===== src/rtl/operand_field_encoder_seq_pkg.sv =====
// Shared types, widths and word layout for the operand field encoder.
package operand_field_encoder_seq_pkg;

  localparam int unsigned OPCODE_W   = 5;
  localparam int unsigned OPTYPE_W   = 3;
  localparam int unsigned OPND_W     = 16;
  localparam int unsigned FIELD_W    = 8;
  localparam int unsigned REG_ADDR_W = 6;
  localparam int unsigned MODE_W     = FIELD_W - REG_ADDR_W;
  localparam int unsigned INSTR_W    = OPCODE_W + OPTYPE_W + 3 * FIELD_W;

  // Instruction word bit positions
  localparam int unsigned F3_LSB     = 0;
  localparam int unsigned F2_LSB     = FIELD_W;
  localparam int unsigned F1_LSB     = 2 * FIELD_W;
  localparam int unsigned OPTYPE_LSB = 3 * FIELD_W;
  localparam int unsigned OPC_MSB    = INSTR_W - 1;

  // Legal operand ranges, held at operand width so compares stay same-width
  localparam logic signed [OPND_W-1:0] IMM_MIN = OPND_W'(-128);
  localparam logic signed [OPND_W-1:0] IMM_MAX = OPND_W'(127);
  localparam logic signed [OPND_W-1:0] REG_MAX = OPND_W'(63);

  typedef enum logic [2:0] {
    IDLE = 3'd0,
    OP1  = 3'd1,
    OP2  = 3'd2,
    OP3  = 3'd3,
    OUT  = 3'd4
  } state_t;

endpackage


===== src/rtl/operand_field_encoder_seq_pack.sv =====
// Packs one signed operand into an 8-bit field and flags out-of-range values.
module operand_field_pack
  import operand_field_encoder_seq_pkg::*;
(
  input  logic signed [OPND_W-1:0]  i_value,
  input  logic        [MODE_W-1:0]  i_mode,
  input  logic                      i_is_reg,
  output logic        [FIELD_W-1:0] o_field_c,
  output logic                      o_err_c
);

  // Truncate to field width; the error flag reports loss, no saturation
  always_comb begin
    o_field_c = i_value[FIELD_W-1:0];
    o_err_c   = 1'b0;
    if (i_is_reg) begin
      o_field_c = {i_mode, i_value[REG_ADDR_W-1:0]};
      o_err_c   = i_value[OPND_W-1] || (i_value > REG_MAX);
    end else begin
      o_err_c   = (i_value < IMM_MIN) || (i_value > IMM_MAX);
    end
  end

endmodule


===== src/rtl/operand_field_encoder_seq.sv =====
// Collects a header and three operands, packs them into one instruction word.
module operand_field_encoder_seq
  import operand_field_encoder_seq_pkg::*;
(
  input  logic                      clk,
  input  logic                      rst_n,
  input  logic                      hdr_valid,
  output logic                      hdr_ready,
  input  logic        [OPCODE_W-1:0] hdr_opcode,
  input  logic        [OPTYPE_W-1:0] hdr_optype,
  input  logic                      opnd_valid,
  output logic                      opnd_ready,
  input  logic signed [OPND_W-1:0]  opnd_value,
  input  logic        [MODE_W-1:0]  opnd_mode,
  output logic                      instr_valid,
  input  logic                      instr_ready,
  output logic        [INSTR_W-1:0] instr_word,
  output logic                      instr_err,
  output logic        [2:0]         err_mask
);

  state_t               r_state;
  state_t               w_state_nxt;
  logic                 r_armed;
  logic [OPCODE_W-1:0]  r_opcode;
  logic [OPTYPE_W-1:0]  r_optype;
  logic [FIELD_W-1:0]   r_f1;
  logic [FIELD_W-1:0]   r_f2;
  logic [FIELD_W-1:0]   r_f3;
  logic [2:0]           r_err;

  logic                 w_hdr_ready;
  logic                 w_opnd_ready;
  logic                 w_instr_valid;
  logic                 w_is_reg;
  logic                 w_hdr_acc;
  logic                 w_opnd_acc;
  logic [FIELD_W-1:0]   w_field;
  logic                 w_err;

  // State register; r_armed keeps hdr_ready low while reset is held
  always_ff @(posedge clk or negedge rst_n) begin
    if (!rst_n) begin
      r_state <= IDLE;
      r_armed <= 1'b0;
    end else begin
      r_state <= w_state_nxt;
      r_armed <= 1'b1;
    end
  end

  // Next-state and state-decoded handshake outputs
  always_comb begin
    w_state_nxt   = r_state;
    w_hdr_ready   = 1'b0;
    w_opnd_ready  = 1'b0;
    w_instr_valid = 1'b0;
    w_is_reg      = 1'b0;
    case (r_state)
      IDLE: begin
        w_hdr_ready = r_armed;
        if (hdr_valid && r_armed) w_state_nxt = OP1;
      end
      OP1: begin
        w_opnd_ready = 1'b1;
        w_is_reg     = r_optype[2];
        if (opnd_valid) w_state_nxt = OP2;
      end
      OP2: begin
        w_opnd_ready = 1'b1;
        w_is_reg     = r_optype[1];
        if (opnd_valid) w_state_nxt = OP3;
      end
      OP3: begin
        w_opnd_ready = 1'b1;
        w_is_reg     = r_optype[0];
        if (opnd_valid) w_state_nxt = OUT;
      end
      OUT: begin
        w_instr_valid = 1'b1;
        w_hdr_ready   = instr_ready;
        if (instr_ready) w_state_nxt = hdr_valid ? OP1 : IDLE;
      end
      default: w_state_nxt = IDLE;
    endcase
  end

  assign w_hdr_acc  = hdr_valid  & w_hdr_ready;
  assign w_opnd_acc = opnd_valid & w_opnd_ready;

  operand_field_pack u_pack (
    .i_value   (opnd_value),
    .i_mode    (opnd_mode),
    .i_is_reg  (w_is_reg),
    .o_field_c (w_field),
    .o_err_c   (w_err)
  );

  // Header/field capture; a new header wipes any previous fields and errors
  always_ff @(posedge clk or negedge rst_n) begin
    if (!rst_n) begin
      r_opcode <= '0;
      r_optype <= '0;
      r_f1     <= '0;
      r_f2     <= '0;
      r_f3     <= '0;
      r_err    <= '0;
    end else if (w_hdr_acc) begin
      r_opcode <= hdr_opcode;
      r_optype <= hdr_optype;
      r_f1     <= '0;
      r_f2     <= '0;
      r_f3     <= '0;
      r_err    <= '0;
    end else if (w_opnd_acc) begin
      case (r_state)
        OP1: begin
          r_f1     <= w_field;
          r_err[2] <= w_err;
        end
        OP2: begin
          r_f2     <= w_field;
          r_err[1] <= w_err;
        end
        OP3: begin
          r_f3     <= w_field;
          r_err[0] <= w_err;
        end
        default: ;
      endcase
    end
  end

  assign hdr_ready   = w_hdr_ready;
  assign opnd_ready  = w_opnd_ready;
  assign instr_valid = w_instr_valid;
  assign instr_word  = {r_opcode, r_optype, r_f1, r_f2, r_f3};
  assign err_mask    = r_err;
  assign instr_err   = |r_err;

endmodule


===== config.mk =====
export PLATFORM = sky130hd
export DESIGN_NAME = operand_field_encoder_seq
export DESIGN_NICKNAME = d
export VERILOG_FILES = /design/src/rtl/operand_field_encoder_seq_pkg.sv /design/src/rtl/operand_field_encoder_seq_pack.sv /design/src/rtl/operand_field_encoder_seq.sv
export SDC_FILE = /design/constraint.sdc
export NUM_CORES = 1
export LEC_CHECK = 0
export CAP_MARGIN = 30
export CORE_AREA = 2 2 73 75
export DETAILED_ROUTE_END_ITERATION = 10
export DIE_AREA = 0 0 75 77
export PLACE_DENSITY_LB_ADDON = 0.05
export SYNTH_ARGS = -nofsm -noshare
export SYNTH_HDL_FRONTEND = slang
export SYNTH_SLANG_ARGS = --single-unit

===== constraint.sdc =====
create_clock -name clk -period 2.55 [get_ports clk]
set_clock_uncertainty 0.05 [all_clocks]
set_input_delay 0.3825 -clock clk [delete_from_list [all_inputs] [get_ports clk]]
set_output_delay 0.3825 -clock clk [all_outputs]
set_load 0.02 [all_outputs]

# Word-level counts from Yosys, hierarchy flattened
# Index checks and enable logic that the tools add are counted.
dict set report op_classes {
  bitwise 2
  reduce_logical 14
  n_eq_ne 9
  n_lt_le_gt_ge 3
  mux 27
}
# operator count
set op_table {}
lappend op_table {{8-bit two-way mux} 10}
lappend op_table {{3-bit two-way mux} 7}
lappend op_table {{16-bit by 7-bit > comparator with 1-bit output (second input constant)} 1}
lappend op_table {{16-bit by 8-bit > comparator with 1-bit output (second input constant)} 1}
lappend op_table {{16-bit by 8-bit less-than comparator with 1-bit output (second input constant)} 1}
lappend op_table {{3-bit one-hot mux with 5 select lines} 1}
lappend op_table {{2-bit != test (second input constant)} 5}
lappend op_table {{2-bit nonzero test} 4}
lappend op_table {{1-bit two-way mux} 7}
lappend op_table {{3-bit by 2-bit equality test with 1-bit output (second input constant)} 2}
lappend op_table {{2-bit AND reduction} 3}
lappend op_table {{3-bit OR reduction} 2}
lappend op_table {{5-bit AND reduction} 1}
lappend op_table {{3-bit by 1-bit equality test with 1-bit output (second input constant)} 1}
lappend op_table {{3-bit equality test (second input constant)} 1}
lappend op_table {{3-bit logical NOT} 1}
lappend op_table {{1-bit one-hot mux with 3 select lines} 1}
lappend op_table {{1-bit AND} 2}
lappend op_table {{1-bit logical OR} 2}
lappend op_table {{1-bit one-hot mux with 2 select lines} 1}
lappend op_table {{1-bit logical AND} 1}
dict set report totals {
  elab_cells 65
  out_inout_bits 39
  reg_bits 39
  in_bits 31
}

# Logic depth before layout (Yosys ltp)
# Gate-level depths: netlist (run 1).
dict set report logic_depth {
  depth_word 6
  depth_mapped 6
  ltp_nobuf 4
}

# Modules after synthesis
# A second synthesis (run 1) with hierarchy kept.
dict set report hier_totals {
  hier_cells 167
  area_unflattened_um2 1793.0
}
# mod seq_area_each_um2 n_inst area_each_um2 cells_per_inst
set by_module_without_submodules {}
lappend by_module_without_submodules {operand_field_encoder_seq 975.9 1 1675.4 150}
lappend by_module_without_submodules {operand_field_pack 0.0 1 117.6 17}

# Worst setup path before layout (run 1)
# No wires, ideal clock.
dict set report synth_timing {
  path_kind {register to register}
  from {reg r_state[1]}
  to {reg r_err[1] (netlist: err_mask[1])}
  setup_ns 0.126
  arrival_ns 1.479
  path_buffers 2
  required_time_ns 2.374
  stages_incl_launch_ff 7
  path_slack_ns 0.895
  synth_period_minus_slack_ns 1.655
  path_cell_list {dfrtp_1 -> buf_4 -> nor2_2 -> a311oi_1 -> a211o_1 -> buf_6 -> a221o_1}
}
dict set report synth_via {
  elab_chain_len 6
  elab_cells_between_ends 18
  cone_classes {4 x eq/ne; 7 x mux; 2 x bitwise; 5 x reduce/logical}
}
# item line
set synth_rtl {}
lappend synth_rtl {{from (decl)} operand_field_encoder_seq.sv:22} ;# state_t r_state;
lappend synth_rtl {{from (signal assigned)} operand_field_encoder_seq.sv:47} ;# r_state <= w_state_nxt;
lappend synth_rtl {{3-bit by 2-bit equality test with 1-bit output, or another cell as far along} operand_field_encoder_seq.sv:59} ;# case (r_state)
lappend synth_rtl {{1-bit one-hot mux with 3 select lines / 3-bit OR reduction (equally long branches)} --}
lappend synth_rtl {{1-bit two-way mux, on equally long branches} {operand_field_encoder_seq_pack.sv:16, operand_field_encoder_seq.sv:59}}
lappend synth_rtl {{1-bit two-way mux / 1-bit AND (equally long branches)} {operand_field_encoder_seq.sv:116, operand_field_encoder_seq.sv:89}}
lappend synth_rtl {{3-bit two-way mux / 2-bit nonzero test (equally long branches)} --}
lappend synth_rtl {{3-bit two-way mux / 2-bit AND reduction (equally long branches)} --}
lappend synth_rtl {{to (signal assigned)} operand_field_encoder_seq.sv:123} ;# r_err[1] <= w_err;
lappend synth_rtl {{to (decl)} operand_field_encoder_seq.sv:30} ;# logic [2:0] r_err;
# Several ways; a longest one is shown, not always the timed one. The select of a mux whose other input is x is not followed.
# A chain may end at the register's enable or synchronous reset.

# Final worst setup path (run 1)
dict set report layout_timing {
  from {reg r_state[2]}
  to {out hdr_ready}
}
dict set report layout_via {
  elab_chain_len 2
  elab_cells_between_ends 3
  cone_classes {1 x eq/ne; 1 x mux; 1 x reduce/logical}
}
# item line
set layout_rtl {}
lappend layout_rtl {{3-bit equality test / 3-bit logical NOT (equally long branches)} operand_field_encoder_seq.sv:59}
lappend layout_rtl {{1-bit one-hot mux with 2 select lines (*)} operand_field_encoder_seq.sv:59}
lappend layout_rtl {{to (decl)} operand_field_encoder_seq.sv:8} ;# output logic hdr_ready,
# Mark *: on every way between the ends. The rest lies on a longest branch, timed or not.

==> results.py, run 1 <==
metrics = {
    "finish": {
        "drive_gt1_share_pct": 11.3,
        "syn_to_final_growth_pct": 47.5,
        "fin_nets": 269,
        "layout_common_cells": "clkdlybuf4s50_1 (68), nand2_1 (40), dfrtp_1 (39)",
        "antennaDiodeCount": 0,
        "final_common_cell": "clkdlybuf4s50_1",
        "nFillCells": 464,
        "ff_latch_area_um2": 976,
        "multiInputGateArea_um2": 704,
        "final_cells": 309,
    },
    "logic_synthesis": {
        "synth_flop_cell": "dfrtp_1",
        "yosysTopAreaCellShare_pct": 56.2,
        "yosysWarnings": 0,
        "netlist_instances": 168,
        "ys_top_cells_by_area": "dfrtp_1 (56%), nand2_1 (8.6%), mux2i_1 (5.2%)",
        "syn_area_per_cell_um2": 10.3,
        "netlist_area_mm2": 0.00174,
        "synth_edf_count": 0,
        "yosys.area.top_type": "dfrtp_1",
        "synthArstFlopShare_pct": 100,
        "synth_seq_area_share_pct": 56.2,
        "synth_nets": 199,
        "ys_ff_latch": 39,
        "yosysUniqueCellTypes": 37,
    },
    "timing": {
        "tightest_slew_ps": 853,
        "fin_crit_sh_pct": 90.9,
        "rsz0062_at_grt": "false",
        "setup_tns_ps": 0,
        "setup_viol": 0,
        "post-route-min-period_ps": 2320,
        "slew_headroom_pct": 43.1,
        "hold_viol": 0,
        "fmax_ghz": 0.431,
        "drv_slew": 0,
    },
    "flow_run": {
        "drv_cap": 0,
    },
    "floorplanning": {
        "dieArea_mm2": 0.00578,
        "coreArea_mm2": 0.00498,
        "fp.dieH_um": 77,
        "start_util_pct": 34.9,
        "die_x_um": 75,
        "rows": 26,
        "io_pins": 70,
    },
    "clocking": {
        "path_clk_slew_ps": 80,
        "cts_tree": "built",
        "clock-sinks": 39,
        "htreeDepth": 2,
        "clk_latency_ps": 280,
        "root_buffer": "clkbuf_8",
        "postCtsHoldBufs": 0,
        "ctsResizeCount": 0,
        "cts_made_buffers": 5,
        "postCtsSetupRepairBufs": 0,
        "clock_path_buffers": 2,
    },
    "worst_setup_path": {
        "cp_slowest_stage_delay_ps": 530,
        "reg2reg_to": "err_mask[1]$_DFFE_PN0P_",
        "worst_setup_path_start_kind": "flip-flop",
        "reg2reg_from": "r_state[0]$_DFFE_PN0P_",
        "endpoint_kind": "output port",
        "required_ps": 2120,
        "worstPathArrival_ps": 1890,
        "r2r_setup_slack_ps": 710,
        "worstPathMaxFanout": 8,
        "startpoint": "r_state[2]$_DFFE_PN0P_",
        "crit_chain": "mux2_2 > and2_2 > clkdlybuf4s50_1",
        "rr_worst_depth": 4,
        "crit_slowest_cell": "clkdlybuf4s50_1",
        "path_class": "flip-flop to output port",
        "endpoint": "hdr_ready",
    },
    "routing": {
        "viasPerCell": 4.83,
        "drc": 0,
        "wl_per_cell_um": 14.7,
        "drtAntennaViolNets": 0,
        "num_vias": 1494,
        "drt_pre_antenna_iters": 4,
        "drtIter0Drc": 37,
        "wl_mm": 4.55,
    },
    "placed_design": {
        "place.gp.congestion": 0.712,
        "dp.cells": 301,
        "hpwl_mm": 3.36,
        "port_buffers": 69,
    },
    "global_routing": {
        "antenna_found_initial": 0,
        "grt_max_degree": 40,
        "grt_overflow": 0,
        "grt_pass1_vias": 1558,
        "grt_pass1_wl_mm": 7.47,
        "grt_use_total_pct": 17.1,
    },
    "power_and_ir_drop": {
        "powerDensity_mw_per_mm2": 1200,
        "ir_drop_mv": 0.458,
        "leakage_nw": 1.11,
    },
    "worst_hold_path": {
        "hold_path_class": "input pin to asynchronous set/reset pin",
    },
    "run_status": {
        "outcome": "complete, no violations",
    },
}
==> sequential cells by signal, summed over array words and instances (netlist names) <==
register,flops
err_mask,3
r_armed,1
r_f1,8
r_f2,8
r_f3,8
r_opcode,5
r_optype,3
r_state,3
==> metrics by stage <==
| step | utilization (%) | setup slack [ps] | instance area [µm²] | total power [mW] | hold slack, ps |
|---|---|---|---|---|---|
| floorplan | - | 895 | 1740 | 1.98 | 36.9 |
| global placement | 49.8 | 308 | 2480 | 2.68 | 410 |
| detailed placement | 49.8 | 260 | 2480 | 2.72 | 418 |
| CTS | 51.5 | 212 | 2560 | 3.14 | 186 |
| global route | 51.5 | 170 | 2560 | 3.30 | 213 |
| finish | 51.5 | 232 | 2560 | 3.09 | 155 |
==> Yosys cell counts, types with 2 or more instances <==
cell type / n
buf_2: 3
o2bb2ai_1: 2
nand4_1: 2
nand2_1: 40
mux2i_1: 9
nor2_1: 11
or4_1: 2
o21ai_0: 9
mux2_2: 2
a31oi_1: 2
buf_4: 2
clkbuf_1: 3
a22o_2: 6
a22oi_1: 2
dfrtp_1: 39
or2_2: 3
a21oi_1: 11
==> critical path: cells and delay by family, from the launching register on <==
kind,cells,cell delay [ps]
buf+inv,1,530
flops,1,490
mux,1,390
simple gates,1,190
==> cell families after synthesis <==
logic type / Yosys count / share of synthesized area (%)
flops: 39 / 56.2
other cells: 1 / 0.216
xor+xnor: 1 / 0.504
buf+inv: 10 / 3.24
simple gates: 67 / 17.8
compound gates: 39 / 15.6
mux: 11 / 6.48
==> metal layers <==
layer | track usage (%) | up-vias | part of all wire [%]
met4 | 5.36 | 0 | 1.2
met1 | 21.0 | 732 | 41
li1 | - | 722 | -
met2 | 27.9 | 35 | 51
met3 | 5.91 | 5 | 6.2
met5 | 0 | - | 0
==> how the worst min path moves through the flow <==
stage                                         end               startpoint  slack, ps  depth (start not counted)
after floorplan           err_mask[0]$_DFFE_PN0P_                    rst_n         40                          0
after global placement    r_opcode[4]$_DFFE_PN0P_  r_opcode[4]$_DFFE_PN0P_        410                          2
after detailed placement  r_opcode[2]$_DFFE_PN0P_  r_opcode[2]$_DFFE_PN0P_        420                          2
after CTS                  r_state[0]$_DFFE_PN0P_                    rst_n        190                          1
after global routing       r_state[0]$_DFFE_PN0P_                    rst_n        210                          1
final                      r_state[0]$_DFFE_PN0P_                    rst_n        150                          1
==> power breakdown <==
group	switching (mW)	total, mW	internal [mW]
clock network	0.204	0.396	0.192
registers	0.192	1.07	0.882
logic	0.831	1.62	0.784
total	1.23	3.09	1.86
==> cell type report <==
class / instances / area share (%)
clock buffer: 7 / 2.98
inverter: 1 / 0.147
clock inverter: 1 / 0.195
sequential: 39 / 38.1
timing repair buffer: 72 / 27.7
tap: 70 / 3.42
multi-input combinational: 119 / 27.5
(Power assumes the default switching activity.)
==> run 2, diff against run 1 <==
Settings changed: CORE_AREA 2 2 73 75 to 3 3 74 76, DIE_AREA 0 0 75 77 to 0 0 77 79, REMOVE_ABC_BUFFERS set to 1.
==> results.py, run 2 (synthesized netlist as in run 1, its figures left out) <==
metrics = {
    "worst_setup_path": {
        "worstPathMaxFanout": 8,
        "cp_slowest_stage_delay_ps": 530,
        "reg2reg_to": "err_mask[1]$_DFFE_PN0P_",
        "crit_chain": "mux2_2 > and2_2 > clkdlybuf4s50_1",
        "cpLargestDelayFamily": "buffers and inverters",
        "path_class": "flip-flop to output port",
        "required_ps": 2120,
        "crit_slowest_cell": "clkdlybuf4s50_1",
        "rr_worst_depth": 4,
        "critical_path_buf_inv_count": 1,
        "worst_setup_path_start_kind": "flip-flop",
        "reg2reg_from": "r_state[0]$_DFFE_PN0P_",
        "r2r_setup_slack_ps": 730,
        "worstPathArrival_ps": 1900,
        "endpoint_kind": "output port",
    },
    "timing": {
        "rsz0062_at_grt": "false",
        "post-route-min-period_ps": 2330,
        "drv_slew": 0,
        "fmax_ghz": 0.429,
        "tightest_slew_ps": 845,
        "fin_crit_sh_pct": 91.4,
        "worst_slack_ps": 220,
        "setup_tns_ps": 0,
        "slew_headroom_pct": 43.7,
        "setup_viol": 0,
        "hold_viol": 0,
    },
    "clocking": {
        "root_buffer": "clkbuf_8",
        "postCtsHoldBufs": 0,
        "path_clk_slew_ps": 80,
        "clock-sinks": 39,
        "cts_made_buffers": 5,
        "postCtsSetupRepairBufs": 0,
        "clock_path_buffers": 2,
        "htreeDepth": 2,
        "ctsResizeCount": 0,
        "cts_tree": "built",
        "clk_latency_ps": 280,
    },
    "placed_design": {
        "place.gp.congestion": 0.766,
        "dpl_cell_area_mm2": 0.00247,
        "pre_cts_slack_ps": 276,
        "hpwl_mm": 3.32,
        "port_buffers": 69,
    },
    "power_and_ir_drop": {
        "powerDensity_mw_per_mm2": 1240,
        "power_frac_comb_pct": 50.1,
        "ir_drop_mv": 0.499,
        "p_clk_share_pct": 16.4,
        "intPower_mw": 1.98,
        "netSwitchingPower_mw": 1.24,
        "leakage_nw": 1.13,
        "p_seq_share_pct": 33.5,
        "swShare_pct": 38.5,
    },
    "routing": {
        "drtIter0Drc": 54,
        "wl_per_cell_um": 15.2,
        "viasPerCell": 4.92,
        "drt_pre_antenna_iters": 4,
        "num_vias": 1500,
        "drc": 0,
        "drtAntennaViolNets": 0,
        "wl_mm": 4.65,
    },
    "finish": {
        "nFillCells": 448,
        "antennaDiodeCount": 0,
        "fin_nets": 268,
        "reg_top3": "r_f1: 8 flops, r_f2: 8 flops, r_f3: 8 flops",
        "fin_area_mm2": 0.00259,
        "drive_gt1_share_pct": 11.8,
        "syn_to_final_growth_pct": 48.9,
        "final_common_cell": "clkdlybuf4s50_1",
        "layout_common_cells": "clkdlybuf4s50_1 (68), nand2_1 (40), dfrtp_1 (39)",
    },
    "floorplanning": {
        "start_util_pct": 36.3,
        "coreArea_mm2": 0.00479,
        "dieArea_mm2": 0.00608,
        "rows": 25,
        "io_pins": 70,
        "die_x_um": 77,
        "fp.dieH_um": 79,
    },
    "global_routing": {
        "grt_use_total_pct": 16.4,
        "grt_max_degree": 40,
        "grt_pass1_wl_mm": 7.98,
        "grt_overflow": 0,
        "antenna_found_initial": 0,
        "grt_pass1_vias": 1544,
    },
    "flow_run": {
        "drv_cap": 0,
    },
    "worst_hold_path": {
        "hold_path_class": "input pin to asynchronous set/reset pin",
    },
    "run_status": {
        "outcome": "complete, no violations",
    },
}
==> run 2: final cells by class <==
type | count | area (µm²) | share of cell area (%)
inverters | 1 | 3.75 | 0.145
clock buffers | 6 | 82.6 | 3.19
well taps | 67 | 83.8 | 3.24
clock inverters | 2 | 35.0 | 1.35
flip-flops and latches | 39 | 976 | 37.7
multi-input cells | 119 | 704 | 27.2
repair buffers | 71 | 701 | 27.1
==> run 2: power by group through the flow <==
stage | Combinational [mW] | Clock, mW | Sequential, mW
2_1_floorplan | 0.574 | 0 | 1.35
3_3_place_gp | 1.60 | 0 | 1.07
3_5_place_dp | 1.63 | 0 | 1.08
4_1_cts | 1.63 | 0.544 | 1.08
5_1_grt | 1.76 | 0.569 | 1.12
6_report | 1.61 | 0.526 | 1.08
==> run 2: worst max path at each step <==
stage,startpoint,endpoint,slack (ps),depth (start not counted)
6_report,r_state[2]$_DFFE_PN0P_,hdr_ready,220,3
5_1_grt,r_state[2]$_DFFE_PN0P_,hdr_ready,140,3
4_1_cts,r_state[2]$_DFFE_PN0P_,hdr_ready,200,3
3_5_place_dp,instr_ready,hdr_ready,280,4
3_3_place_gp,instr_ready,hdr_ready,310,4
2_1_floorplan,r_state[2]$_DFFE_PN0P_,r_f1[0]$_DFFE_PN0P_,890,4
==> run 2: layer usage <==
metal | global-route usage [%] | share of wire (%)
met1 | 19.5 | 40
met2 | 28.9 | 52
met3 | 5.56 | 7.4
met4 | 3.74 | 0.32
met5 | 0 | 0
==> run 2: through the flow <==
step / hold slack [ps] / util, % / total power, mW / std cells
floorplan: 36.9 / - / 1.93 / 159
global placement: 410 / 51.6 / 2.68 / 297
detailed placement: 416 / 51.6 / 2.71 / 297
CTS: 191 / 54.0 / 3.26 / 305
global route: 228 / 54.0 / 3.45 / 305
finish: 150 / 54.0 / 3.21 / 305
